$ cat src/rtl/fir_pkg.sv
// Shared constants, coefficient table and FSM encoding for the symmetric FIR MAC.
// Latency: n/a (package only).
// Backpressure: n/a (package only).
package fir_pkg;

  localparam int C_NTAPS  = 12;
  localparam int C_DATA_W = 16;
  localparam int C_CNT_W  = 4;

  // Half of a 24-tap symmetric low-pass, ordered to match iFirSum1st..12th.
  // The outer taps are negative and the taps toward the centre are positive.
  localparam logic signed [C_DATA_W-1:0] C_COEF [C_NTAPS] = '{
    -16'sd50,  -16'sd160,  -16'sd296,  -16'sd210,
     16'sd330,  16'sd1180,  16'sd2360,  16'sd3590,
     16'sd4700, 16'sd5560,  16'sd6120,  16'sd6400
  };

  typedef enum logic [1:0] {
    IDLE  = 2'd0,
    LATCH = 2'd1,
    MAC   = 2'd2,
    DONE  = 2'd3
  } state_t;

endpackage

$ cat src/rtl/fir_mac_unit.sv
// Signed 16x16 multiplier feeding a wide accumulator with clear and enable.
// Latency: one clock from operands to updated accumulator.
// Backpressure: none; the caller sequences clr/en.
//
// Ports: iClk_12M/iRsn clock and async active-low reset; clr zeroes the
// accumulator (wins over en); en adds sample*coef; acc is the running sum.
module fir_mac_unit
  import fir_pkg::*;
#(
  parameter int P_ACC_W = 36
) (
  input  logic                       iClk_12M,
  input  logic                       iRsn,
  input  logic                       clr,
  input  logic                       en,
  input  logic signed [C_DATA_W-1:0] sample,
  input  logic signed [C_DATA_W-1:0] coef,
  output logic signed [P_ACC_W-1:0]  acc
);

  logic signed [2*C_DATA_W-1:0] prod;

  // Widen both operands first so the product is the full signed 32-bit result.
  assign prod = (2*C_DATA_W)'(sample) * (2*C_DATA_W)'(coef);

  always_ff @(posedge iClk_12M or negedge iRsn) begin
    if (!iRsn) begin
      acc <= '0;
    end else if (clr) begin
      acc <= '0;
    end else if (en) begin
      acc <= acc + P_ACC_W'(prod);
    end
  end

endmodule

$ cat src/rtl/sym_fir_mac.sv
// Symmetric FIR output stage: snapshots 12 pre-added tap sums and MACs them serially.
// Latency: trigger sampled at edge T gives oFirValid in the cycle after edge T+14.
// Backpressure: none; a trigger while busy is dropped and flagged on oOverrun.
//
// Ports: iClk_12M clock, iRsn async active-low reset, iEnSample_600k/iEnDelay
// trigger qualifiers, iFirSum1st..12th tap sums, oFirOut/oFirValid result,
// oBusy computation in progress, oOverrun sticky dropped-trigger flag.
module sym_fir_mac
  import fir_pkg::*;
#(
  parameter int P_ACC_W     = 36,
  parameter int P_OUT_SHIFT = 4
) (
  input  logic                       iClk_12M,
  input  logic                       iRsn,
  input  logic                       iEnSample_600k,
  input  logic                       iEnDelay,
  input  logic signed [C_DATA_W-1:0] iFirSum1st,
  input  logic signed [C_DATA_W-1:0] iFirSum2nd,
  input  logic signed [C_DATA_W-1:0] iFirSum3rd,
  input  logic signed [C_DATA_W-1:0] iFirSum4th,
  input  logic signed [C_DATA_W-1:0] iFirSum5th,
  input  logic signed [C_DATA_W-1:0] iFirSum6th,
  input  logic signed [C_DATA_W-1:0] iFirSum7th,
  input  logic signed [C_DATA_W-1:0] iFirSum8th,
  input  logic signed [C_DATA_W-1:0] iFirSum9th,
  input  logic signed [C_DATA_W-1:0] iFirSum10th,
  input  logic signed [C_DATA_W-1:0] iFirSum11th,
  input  logic signed [C_DATA_W-1:0] iFirSum12th,
  output logic signed [C_DATA_W-1:0] oFirOut,
  output logic                       oFirValid,
  output logic                       oBusy,
  output logic                       oOverrun
);

  localparam logic signed [P_ACC_W-1:0] C_SAT_MAX = P_ACC_W'(32767);
  localparam logic signed [P_ACC_W-1:0] C_SAT_MIN = -P_ACC_W'(32768);

  state_t                      state, state_nxt;
  logic                        trig;
  logic                        latch_en, mac_en, done_en;
  logic [C_CNT_W-1:0]          tap_cnt;
  logic signed [C_DATA_W-1:0]  sums_in [C_NTAPS];
  logic signed [C_DATA_W-1:0]  snap    [C_NTAPS];
  logic signed [C_DATA_W-1:0]  mac_sample, mac_coef;
  logic signed [P_ACC_W-1:0]   acc, acc_shr;
  logic signed [C_DATA_W-1:0]  sat_val;

  assign trig  = iEnSample_600k & iEnDelay;
  assign oBusy = (state != IDLE);

  always_comb begin
    sums_in[0]  = iFirSum1st;
    sums_in[1]  = iFirSum2nd;
    sums_in[2]  = iFirSum3rd;
    sums_in[3]  = iFirSum4th;
    sums_in[4]  = iFirSum5th;
    sums_in[5]  = iFirSum6th;
    sums_in[6]  = iFirSum7th;
    sums_in[7]  = iFirSum8th;
    sums_in[8]  = iFirSum9th;
    sums_in[9]  = iFirSum10th;
    sums_in[10] = iFirSum11th;
    sums_in[11] = iFirSum12th;
  end

  always_ff @(posedge iClk_12M or negedge iRsn) begin
    if (!iRsn) begin
      state <= IDLE;
    end else begin
      state <= state_nxt;
    end
  end

  always_comb begin
    state_nxt = state;
    latch_en  = 1'b0;
    mac_en    = 1'b0;
    done_en   = 1'b0;
    case (state)
      IDLE: begin
        if (trig) state_nxt = LATCH;
      end
      LATCH: begin
        latch_en  = 1'b1;
        state_nxt = MAC;
      end
      MAC: begin
        mac_en = 1'b1;
        if (tap_cnt == C_CNT_W'(C_NTAPS - 1)) state_nxt = DONE;
      end
      DONE: begin
        done_en   = 1'b1;
        state_nxt = IDLE;
      end
      default: state_nxt = IDLE;
    endcase
  end

  // The snapshot is taken one clock after the trigger edge, so it sees the
  // delay chain after its shift; later chain movement cannot disturb the MAC.
  always_ff @(posedge iClk_12M or negedge iRsn) begin
    if (!iRsn) begin
      for (int k = 0; k < C_NTAPS; k++) snap[k] <= '0;
      tap_cnt <= '0;
    end else if (latch_en) begin
      for (int k = 0; k < C_NTAPS; k++) snap[k] <= sums_in[k];
      tap_cnt <= '0;
    end else if (mac_en) begin
      tap_cnt <= tap_cnt + 1'b1;
    end
  end

  always_comb begin
    mac_sample = '0;
    mac_coef   = '0;
    if (mac_en) begin
      mac_sample = snap[tap_cnt];
      mac_coef   = C_COEF[tap_cnt];
    end
  end

  fir_mac_unit #(
    .P_ACC_W (P_ACC_W)
  ) u_mac (
    .iClk_12M (iClk_12M),
    .iRsn     (iRsn),
    .clr      (latch_en),
    .en       (mac_en),
    .sample   (mac_sample),
    .coef     (mac_coef),
    .acc      (acc)
  );

  // Arithmetic shift floors toward minus infinity; clamp only at the output.
  assign acc_shr = acc >>> P_OUT_SHIFT;

  always_comb begin
    if (acc_shr > C_SAT_MAX) begin
      sat_val = 16'sh7FFF;
    end else if (acc_shr < C_SAT_MIN) begin
      sat_val = 16'sh8000;
    end else begin
      sat_val = acc_shr[C_DATA_W-1:0];
    end
  end

  // The result register loads on the edge that leaves DONE, so the valid
  // pulse coincides with the first IDLE cycle.
  always_ff @(posedge iClk_12M or negedge iRsn) begin
    if (!iRsn) begin
      oFirOut   <= '0;
      oFirValid <= 1'b0;
      oOverrun  <= 1'b0;
    end else begin
      oFirValid <= done_en;
      if (done_en) oFirOut <= sat_val;
      if (trig && (state != IDLE)) oOverrun <= 1'b1;
    end
  end

endmodule

$ cat config.mk
export PLATFORM = sky130hd
export DESIGN_NAME = sym_fir_mac
export DESIGN_NICKNAME = d
export VERILOG_FILES = /design/src/rtl/fir_pkg.sv /design/src/rtl/fir_mac_unit.sv /design/src/rtl/sym_fir_mac.sv
export SDC_FILE = /design/constraint.sdc
export NUM_CORES = 1
export LEC_CHECK = 0
export CAP_MARGIN = 30
export CORE_MARGIN = 1
export CORE_UTILIZATION = 40
export DETAILED_ROUTE_END_ITERATION = 6
export SLEW_MARGIN = 20
export SYNTH_ARGS = -nofsm -noshare
export SYNTH_HDL_FRONTEND = slang
export SYNTH_SLANG_ARGS = --single-unit
$ cat constraint.sdc
create_clock -name iClk_12M -period 9.2 [get_ports iClk_12M]
set_clock_uncertainty 0.2 [all_clocks]
set_input_delay 1.84 -clock iClk_12M [delete_from_list [all_inputs] [get_ports iClk_12M]]
set_output_delay 1.84 -clock iClk_12M [all_outputs]
set_load 0.1 [all_outputs]
==> results.py, run 1 <==
metrics = {
    "detailed_routing": {
        "first_iter_violations": 1005,
        "avgRoutedWirePerCell_um": 20.5,
        "highest_layer": "met5",
        "dr_wl_met3_um": 3960,
        "ant_nets": 0,
        "wl_met1_um": 26000,
        "dr_total_vias": 14909,
        "drt_first_pass_iters": 7,
        "met2RoutedLength_um": 28300,
        "drt-total-wl_um": 59700,
        "route.detailed.drc": 2,
        "vias_per_cell": 5.13,
    },
    "clock_tree": {
        "insertion_delay_ps": 590,
        "htreeDepth": 1,
        "cts_tree": "done",
        "clock-sinks": 251,
        "cts_buffer_depth": 3,
        "ctsRootBufferMaster": "clkbuf_16",
        "ctsHoldBuffers": 0,
        "cts-buffers-inserted": 30,
        "clkTransAtPathRegs_ps": 60,
    },
    "logic_synthesis": {
        "syn_area_per_cell_sq_um": 11.0,
        "syn_inst": 1993,
        "yosys_warnings": 0,
        "synth_area_leaders": "dfrtp_1, fa_1, mux2_2",
        "synth_edf_count": 0,
        "synth_top_area_share_pct": 28.7,
        "async_flop_share_pct": 100,
        "synth_cell_types": 71,
        "synth_ff_type": "dfrtp_1",
        "synth-seq-area-share_pct": 28.7,
        "syn_area_sq_um": 21800,
        "ys_ff_latch": 251,
        "synth_nets": 2582,
        "synth_top_area_cell": "dfrtp_1",
    },
    "finish": {
        "n_fill_cell": 4888,
        "final_common_cell": "inv_1",
        "regArea_sq_um": 6290,
        "drive_gt1_share_pct": 15.4,
        "final_core_util_pct": 48.0,
        "nNetsFinal": 2772,
        "area_delta_synth_final_pct": 18.4,
        "layout_common_cells": "inv_1, fa_1, dfrtp_1",
        "multi_input_area_sq_um": 13700,
    },
    "timing": {
        "final_max_slew_viol_count": 0,
        "fmax_mhz": 117,
        "setup_violations": 0,
        "slew-limit-headroom_pct": 24.6,
        "fin_tns_setup_ps": 0,
        "period_minus_slack_ps": 8570,
        "worst_pin_slew_ps": 1130,
        "period_share_pct": 93.1,
        "hold_violations": 0,
        "grt_setup_unrepaired": "false",
    },
    "global_route": {
        "grtUsageTotal_pct": 22.1,
        "antenna_found_initial": 8,
        "grt_max_degree": 201,
        "grt_pass1_vias": 16273,
        "grt_overflow": 0,
        "grt_pass1_wl_um": 94800,
    },
    "setup_path": {
        "worstSetupPathType": "reg2reg",
        "start_kind": "flip-flop",
        "end_kind": "flip-flop",
        "arrival_ps": 8830,
        "crit_fanout": 24,
        "r2r_slack_ps": 630,
        "critPathRequiredTime_ps": 9460,
    },
    "die": {
        "rows": 85,
        "num_io_pins": 215,
        "core_region_area_sq_um": 53900,
        "start_util_pct": 40.5,
        "die_area_sq_um": 55600,
        "fp.dieH_um": 236,
        "fp.dieW_um": 236,
    },
    "flow_run": {
        "cap_violations": 0,
    },
    "placed_design": {
        "dp_hpwl_um": 47700,
        "gp_congestion": 0.942,
        "portBuffers": 214,
    },
    "run_status": {
        "violations": "design-rule violations",
        "status": "complete, but fails checks",
    },
    "min_path": {
        "hold_path.class": "reg2reg",
    },
}
worst paths after layout:
check | endpoint | startpoint | cells past startpoint
worst min-delay path | oOverrun | oOverrun | 1
worst max-delay path | u_mac.acc[35] | tap_cnt[0] | 25
worst max register to register | u_mac.acc[35] | tap_cnt[0] | 25
min in group asynchronous | snap[144] | iRsn | 1
worst min register to register | oOverrun | oOverrun | 1
max in group asynchronous | u_mac.acc[34] | iRsn | 2
logic make-up (layout without fill, tap and decap cells):
logic type                 Yosys count  count (layout)  synth area share [%]
other                                0               3                     0
AOI/OAI and AO/OA                  180             180                  5.74
xor gates and xnor gates            31              31                  1.24
muxes                              260             260                  15.8
buffers and inverters              485             697                  8.49
and+or+nand+nor                    393             393                  7.95
adders and majority gates          393             393                  32.1
DFF                                251             251                  28.7
final cells by class:
cell class              instances  share of cell area, %
well taps                     696                   3.37
repair buffers                250                   9.60
multi-input cells            1257                   53.1
clock inverters                11                  0.542
flip-flops and latches        251                   24.3
clock buffers                  43                   3.36
diodes                          3                 0.0290
inverters                     393                   5.70
stage by stage:
stage | hold WS (ps) | area (sq um) | setup WS (ps) | std cells
5_1_grt | 295 | 25900 | 152 | 2901
3_5_place_dp | 265 | 24800 | 431 | 2845
4_1_cts | 283 | 25800 | 408 | 2899
6_report | 275 | 25900 | 632 | 2904
2_1_floorplan | 271 | 21800 | 1120 | 1993
3_3_place_gp | 264 | 24800 | 460 | 2844
Yosys cell counts, drive strengths merged (4+ instances only):
cell type  instances
ha               115
o31ai              8
o21a              19
buf               29
nor3b              4
o22ai             17
o211ai             5
mux4              48
and3               5
xor2              11
clkbuf            63
inv              392
fa               278
a21oi             27
a31oi              4
nand2            166
xnor2             20
nor2             122
nor4               5
mux2             192
mux2i             20
o21bai             5
nor3              11
nand3             11
and2              24
a21boi             4
a21o              11
dfrtp            251
o21ai             34
or3                4
a22o              19
nor2b             21
nand4              7
timing repair:
action	4_1_cts	5_1_grt
hold endpoints to repair	0	0
setup buffers	0	0
gates resized for setup	0	1
setup endpoints to repair	0	1
per-layer routing:
layer / global-route usage, % / up-vias
met5: 0 / -
met3: 4.66 / 88
met1: 29.9 / 7604
met4: 5.05 / 12
li1: - / 6772
met2: 36.4 / 433
state kept, by name, summed over array words and instances (netlist names):
signal and cells:
oFirValid 1, tap_cnt 4, snap 192, u_mac.acc 35
oFirOut 16, oOverrun 1, state 2
critical path, cell delays in order (launching register included):
cell	delay (ps)
dfrtp_4	700
buf_4	270
mux4_2	550
mux2i_1	150
nor2_1	60
o21a_1	390
inv_1	280
nor3_2	130
fa_1	710
inv_1	140
fa_1	570
inv_1	260
fa_1	490
fa_1	510
fa_1	490
inv_1	50
fa_1	480
inv_1	40
ha_1	350
a21oi_1	210
and4b_1	210
and4_1	280
nor4_1	90
or3_1	390
and4_1	180
a221o_1	250
Power of run 1 is not shown: default switching activity piles up to over one toggle a cycle in this logic, so the estimate is an artifact.
==> inputs of run 2 (changes only) <==
--- a/config.mk
+++ b/config.mk
@@ -8,6 +8,7 @@
 export CAP_MARGIN = 30
 export CORE_MARGIN = 1
 export CORE_UTILIZATION = 40
+export CTS_BUF_LIST = sky130_fd_sc_hd__clkbuf_8 sky130_fd_sc_hd__clkbuf_16
 export DETAILED_ROUTE_END_ITERATION = 6
 export SLEW_MARGIN = 20
 export SYNTH_ARGS = -nofsm -noshare
==> run 2 against run 1 <==
Against the previous run:
- the flow still finishes with violations (design-rule violations)
- cell count did not move
- wire length hardly changed
- utilization did not move
- sequential share of layout area unchanged
- final area unchanged
- hold slack about the same
- setup slack got worse by 4.9 ps
- register-to-register slack is essentially flat
- via count about the same
- maximum frequency hardly changed
- global-route usage did not move
- critical endpoint unchanged
- highest routed layer unchanged
==> results.py, run 2 (same netlist as run 1, synthesis figures left out) <==
metrics = {
    "finish": {
        "n_fill_cell": 4888,
        "top_regs": "snap (192), u_mac.acc (35), oFirOut (16)",
        "largest_register_ffs": 192,
        "area_delta_synth_final_pct": 18.4,
        "final_common_cell": "inv_1",
        "regMostFlops": "snap",
        "layout_common_cells": "inv_1, fa_1, dfrtp_1",
        "drive_gt1_share_pct": 15.4,
        "nNetsFinal": 2772,
        "multi_input_area_sq_um": 13700,
        "finalNonFillerCells": 2904,
        "regArea_sq_um": 6290,
    },
    "run_status": {
        "violations": "design-rule violations",
        "status": "complete, but fails checks",
    },
    "global_route": {
        "antenna_found_initial": 8,
        "grtUsageTotal_pct": 22.1,
        "grt_pass1_wl_um": 94800,
        "grt_overflow": 0,
        "grt_max_degree": 201,
        "grt_pass1_vias": 16273,
    },
    "placed_design": {
        "dp_cells": 2845,
        "gp_congestion": 0.942,
        "portBuffers": 214,
        "dp_hpwl_um": 47700,
    },
    "detailed_routing": {
        "first_iter_violations": 1003,
        "wl_met1_um": 26000,
        "dr_total_vias": 14902,
        "drt-total-wl_um": 59700,
        "avgRoutedWirePerCell_um": 20.5,
        "drt_first_pass_iters": 7,
        "met2RoutedLength_um": 28300,
        "route.detailed.drc": 2,
        "dr_wl_met3_um": 3920,
        "vias_per_cell": 5.13,
        "ant_nets": 0,
        "highest_layer": "met5",
    },
    "die": {
        "start_util_pct": 40.5,
        "core_region_area_sq_um": 53900,
        "fp.dieH_um": 236,
        "rows": 85,
        "fp.dieW_um": 236,
        "die_area_sq_um": 55600,
        "num_io_pins": 215,
    },
    "setup_path": {
        "critPathRequiredTime_ps": 9460,
        "worstSetupPathType": "reg2reg",
        "path_common_cell": "fa_1",
        "reg2reg_from": "tap_cnt[0]",
        "crit_fanout": 24,
        "worstSetupStartpoint": "tap_cnt[0]",
        "slowest_stage": "fa_1",
        "start_kind": "flip-flop",
        "end_kind": "flip-flop",
        "slowest_delay_ps": 710,
        "arrival_ps": 8840,
    },
    "clock_tree": {
        "clock-sinks": 251,
        "cts-buffers-inserted": 30,
        "clkTransAtPathRegs_ps": 60,
        "post_cts_buffers": 0,
        "cts_buffer_depth": 3,
        "ctsRootBufferMaster": "clkbuf_16",
        "htreeDepth": 1,
        "cts_tree": "done",
        "insertion_delay_ps": 600,
    },
    "timing": {
        "final_max_slew_viol_count": 0,
        "period_share_pct": 93.2,
        "worst_pin_slew_ps": 1130,
        "fin_tns_setup_ps": 0,
        "grt_setup_unrepaired": "false",
        "setup_violations": 0,
        "hold_violations": 0,
        "period_minus_slack_ps": 8570,
        "fmax_mhz": 117,
        "slew-limit-headroom_pct": 24.6,
    },
    "min_path": {
        "hold_start": "oOverrun",
        "hold_path.class": "reg2reg",
    },
    "flow_run": {
        "cap_violations": 0,
    },
}
==> run 2: area by class of cell <==
class | count | area share (%)
multi-input combinational | 1257 | 53.1
sequential | 251 | 24.3
timing repair buffer | 250 | 9.60
inverter | 393 | 5.70
tap | 696 | 3.37
clock buffer | 37 | 3.28
clock inverter | 17 | 0.629
antenna | 3 | 0.0290
==> run 2: final timing paths <==
path | to | slack, ps | depth (start not counted)
max | u_mac.acc[35] | 630 | 25
min | oOverrun | 270 | 1
max reg2reg | u_mac.acc[35] | 630 | 25
min reg2reg | oOverrun | 270 | 1
max in group asynchronous | u_mac.acc[34] | 6750 | 2
min in group asynchronous | snap[144] | 970 | 1
==> run 2: repair_timing <==
action,CTS,global route
resized for setup,0,1
setup endpoints to repair,0,1
hold buffers,0,0
==> run 2: routing by layer <==
layer  vias up  global-route usage (%)
met3        88                    4.66
met4        12                    5.05
met2       430                    36.4
met5         -                       0
li1       6769                       -
met1      7603                    29.9
==> run 2: critical path: cells and delay by family (launching register included) <==
kind / cells / cell delay [ps]
buf+inv: 6 / 1040
flops: 1 / 700
simple gates: 7 / 1340
mux: 2 / 700
fa+ha+maj: 7 / 3600
compound gates: 3 / 860
==> run 2: through the flow <==
stage | utilization [%] | setup slack (ps) | hold WS [ps] | instance area (sq um)
5_1_grt | 47.9 | 152 | 295 | 25900
3_3_place_gp | 46.0 | 460 | 264 | 24800
3_5_place_dp | 46.0 | 431 | 265 | 24800
2_1_floorplan | - | 1120 | 271 | 21800
6_report | 48.0 | 627 | 275 | 25900
4_1_cts | 47.9 | 408 | 283 | 25800
Power of run 2 is left out for the same reason.
==> inputs of run 3 (changes only) <==
--- a/config.mk
+++ b/config.mk
@@ -7,9 +7,10 @@
 export LEC_CHECK = 0
 export CAP_MARGIN = 30
 export CORE_MARGIN = 1
-export CORE_UTILIZATION = 40
+export CORE_UTILIZATION = 59
 export CTS_BUF_LIST = sky130_fd_sc_hd__clkbuf_8 sky130_fd_sc_hd__clkbuf_16
 export DETAILED_ROUTE_END_ITERATION = 6
+export PLACE_DENSITY = 0.82
 export SLEW_MARGIN = 20
 export SYNTH_ARGS = -nofsm -noshare
 export SYNTH_HDL_FRONTEND = slang
==> run 3 against run 2 <==
Against the previous run:
- the run now ends clean
- cell count is 8.3% lower
- register-to-register slack worse by 40 ps
- flip-flop and latch count stayed put
- critical path depth is 1 lower
- critical path type unchanged
- critical endpoint unchanged
==> results.py, run 3 (same netlist as run 1, synthesis figures left out) <==
metrics = {
    "die": {
        "rows": 70,
        "die_area_sq_um": 37800,
        "fp.dieH_um": 194,
        "num_io_pins": 215,
        "fp.dieW_um": 194,
        "core_region_area_sq_um": 36500,
        "start_util_pct": 59.8,
    },
    "setup_path": {
        "end_kind": "flip-flop",
        "crit_fanout": 40,
        "reg2reg_from": "tap_cnt[0]",
        "r2r_slack_ps": 590,
        "start_kind": "flip-flop",
        "worstSetupPathType": "reg2reg",
        "arrival_ps": 8850,
        "r2r-end": "u_mac.acc[35]",
        "critPathRequiredTime_ps": 9440,
        "r2r.worst_path.cells": 24,
    },
    "min_path": {
        "hold_path.class": "reg2reg",
        "min_path_cells": 1,
        "hold_start": "snap[38]",
        "min_to": "snap[38]",
    },
    "timing": {
        "grt_setup_unrepaired": "false",
        "fin_tns_setup_ps": 0,
        "worst_pin_slew_ps": 998,
        "hold_violations": 0,
        "slew-limit-headroom_pct": 33.2,
        "period_share_pct": 93.6,
        "period_minus_slack_ps": 8610,
        "fmax_mhz": 116,
        "final_max_slew_viol_count": 0,
        "setup_violations": 0,
    },
    "detailed_routing": {
        "ant_nets": 0,
        "vias_per_cell": 5.78,
        "drt-total-wl_um": 58100,
        "route.detailed.drc": 0,
        "dr_total_vias": 15399,
        "avgRoutedWirePerCell_um": 21.8,
        "drt_first_pass_iters": 5,
        "first_iter_violations": 1029,
    },
    "clock_tree": {
        "insertion_delay_ps": 580,
        "cts_tree": "done",
        "post_cts_buffers": 0,
        "ctsHoldBuffers": 0,
        "htreeDepth": 1,
        "cts-buffers-inserted": 28,
        "cts_resized": 0,
        "ctsRootBufferMaster": "clkbuf_16",
        "cts_buffer_depth": 3,
        "clock-sinks": 251,
        "clkTransAtPathRegs_ps": 60,
    },
    "finish": {
        "top_regs": "snap (192), u_mac.acc (35), oFirOut (16)",
        "area_delta_synth_final_pct": 16.3,
        "layout_common_cells": "inv_1, fa_1, dfrtp_1",
        "drive_gt1_share_pct": 15.0,
        "n_fill_cell": 2652,
        "final_common_cell": "inv_1",
        "largest_register_ffs": 192,
        "regMostFlops": "snap",
        "nNetsFinal": 2766,
    },
    "placed_design": {
        "dp_hpwl_um": 46000,
        "portBuffers": 214,
        "gp_congestion": 0.972,
    },
    "global_route": {
        "grt_pass1_vias": 16971,
        "antenna_found_initial": 5,
        "grt_max_degree": 132,
        "grt_overflow": 0,
        "grt_pass1_wl_um": 93400,
        "grtUsageTotal_pct": 32.2,
    },
    "flow_run": {
        "cap_violations": 0,
    },
    "run_status": {
        "status": "finished, final reports clean",
    },
}
[run 3: cell count changes in the layout (fill, tap and decap cells not counted), sizes merged]
cell / before / now
bufinv: 2 / 0
clkinvlp: 1 / 2
clkinv: 7 / 6
inv: 400 / 396
clkbuf: 38 / 35
buf: 36 / 33
[run 3: final cells by class]
class / count / area [sq um] / area share [%]
flip-flops and latches: 251 / 6290 / 24.7
clock buffers: 35 / 797 / 3.14
well taps: 468 / 586 / 2.31
clock inverters: 11 / 88.8 / 0.350
multi-input cells: 1257 / 13700 / 54.0
inverters: 393 / 1480 / 5.81
diodes: 3 / 7.51 / 0.0296
repair buffers: 246 / 2440 / 9.59
[run 3: worst max-delay path, cell delays in order (launching register included)]
cell and delay, ps:
dfrtp_4 650, buf_12 330, mux4_2 610, mux2i_1 160
nor2_1 80, o21ai_1 680, nor2_1 140, fa_1 570
inv_1 50, fa_1 470, fa_1 570, inv_1 70
fa_1 460, fa_1 550, inv_1 50, fa_1 530
inv_1 40, ha_1 360, and3_1 210, a32oi_1 340
and4_1 360, nor4_1 100, or3_1 390, and4_1 180
a221o_1 260
[run 3: worst max-delay path by stage]
stage	start	depth (start not counted)	slack, ps	endpoint
after CTS	tap_cnt[0]	24	600	u_mac.acc[35]
after floorplan	tap_cnt[1]	28	1120	u_mac.acc[35]
final	tap_cnt[0]	24	590	u_mac.acc[35]
after global placement	tap_cnt[0]	24	790	u_mac.acc[35]
after detailed placement	tap_cnt[0]	24	640	u_mac.acc[35]
after global routing	tap_cnt[0]	25	290	u_mac.acc[35]
[run 3: metal layers]
metal	GRT usage, %	share of wire (%)	vias to the layer above
met2	54.4	49	652
met5	0	0.046	-
met1	41.8	40	7893
met4	11.3	3.2	4
met3	6.13	8.0	112
li1	-	-	6738
[run 3: through the flow]
stage | hold WS [ps] | worst slack [ps] | utilization, % | cell area [sq um] | std cells
floorplan | 271 | 1120 | - | 21800 | 1993
global placement | 262 | 793 | 67.0 | 24500 | 2611
detailed placement | 291 | 639 | 67.0 | 24500 | 2613
CTS | 305 | 605 | 69.4 | 25400 | 2659
global route | 314 | 286 | 69.6 | 25400 | 2664
finish | 304 | 586 | 69.6 | 25400 | 2664
Power of run 3 is left out for the same reason.
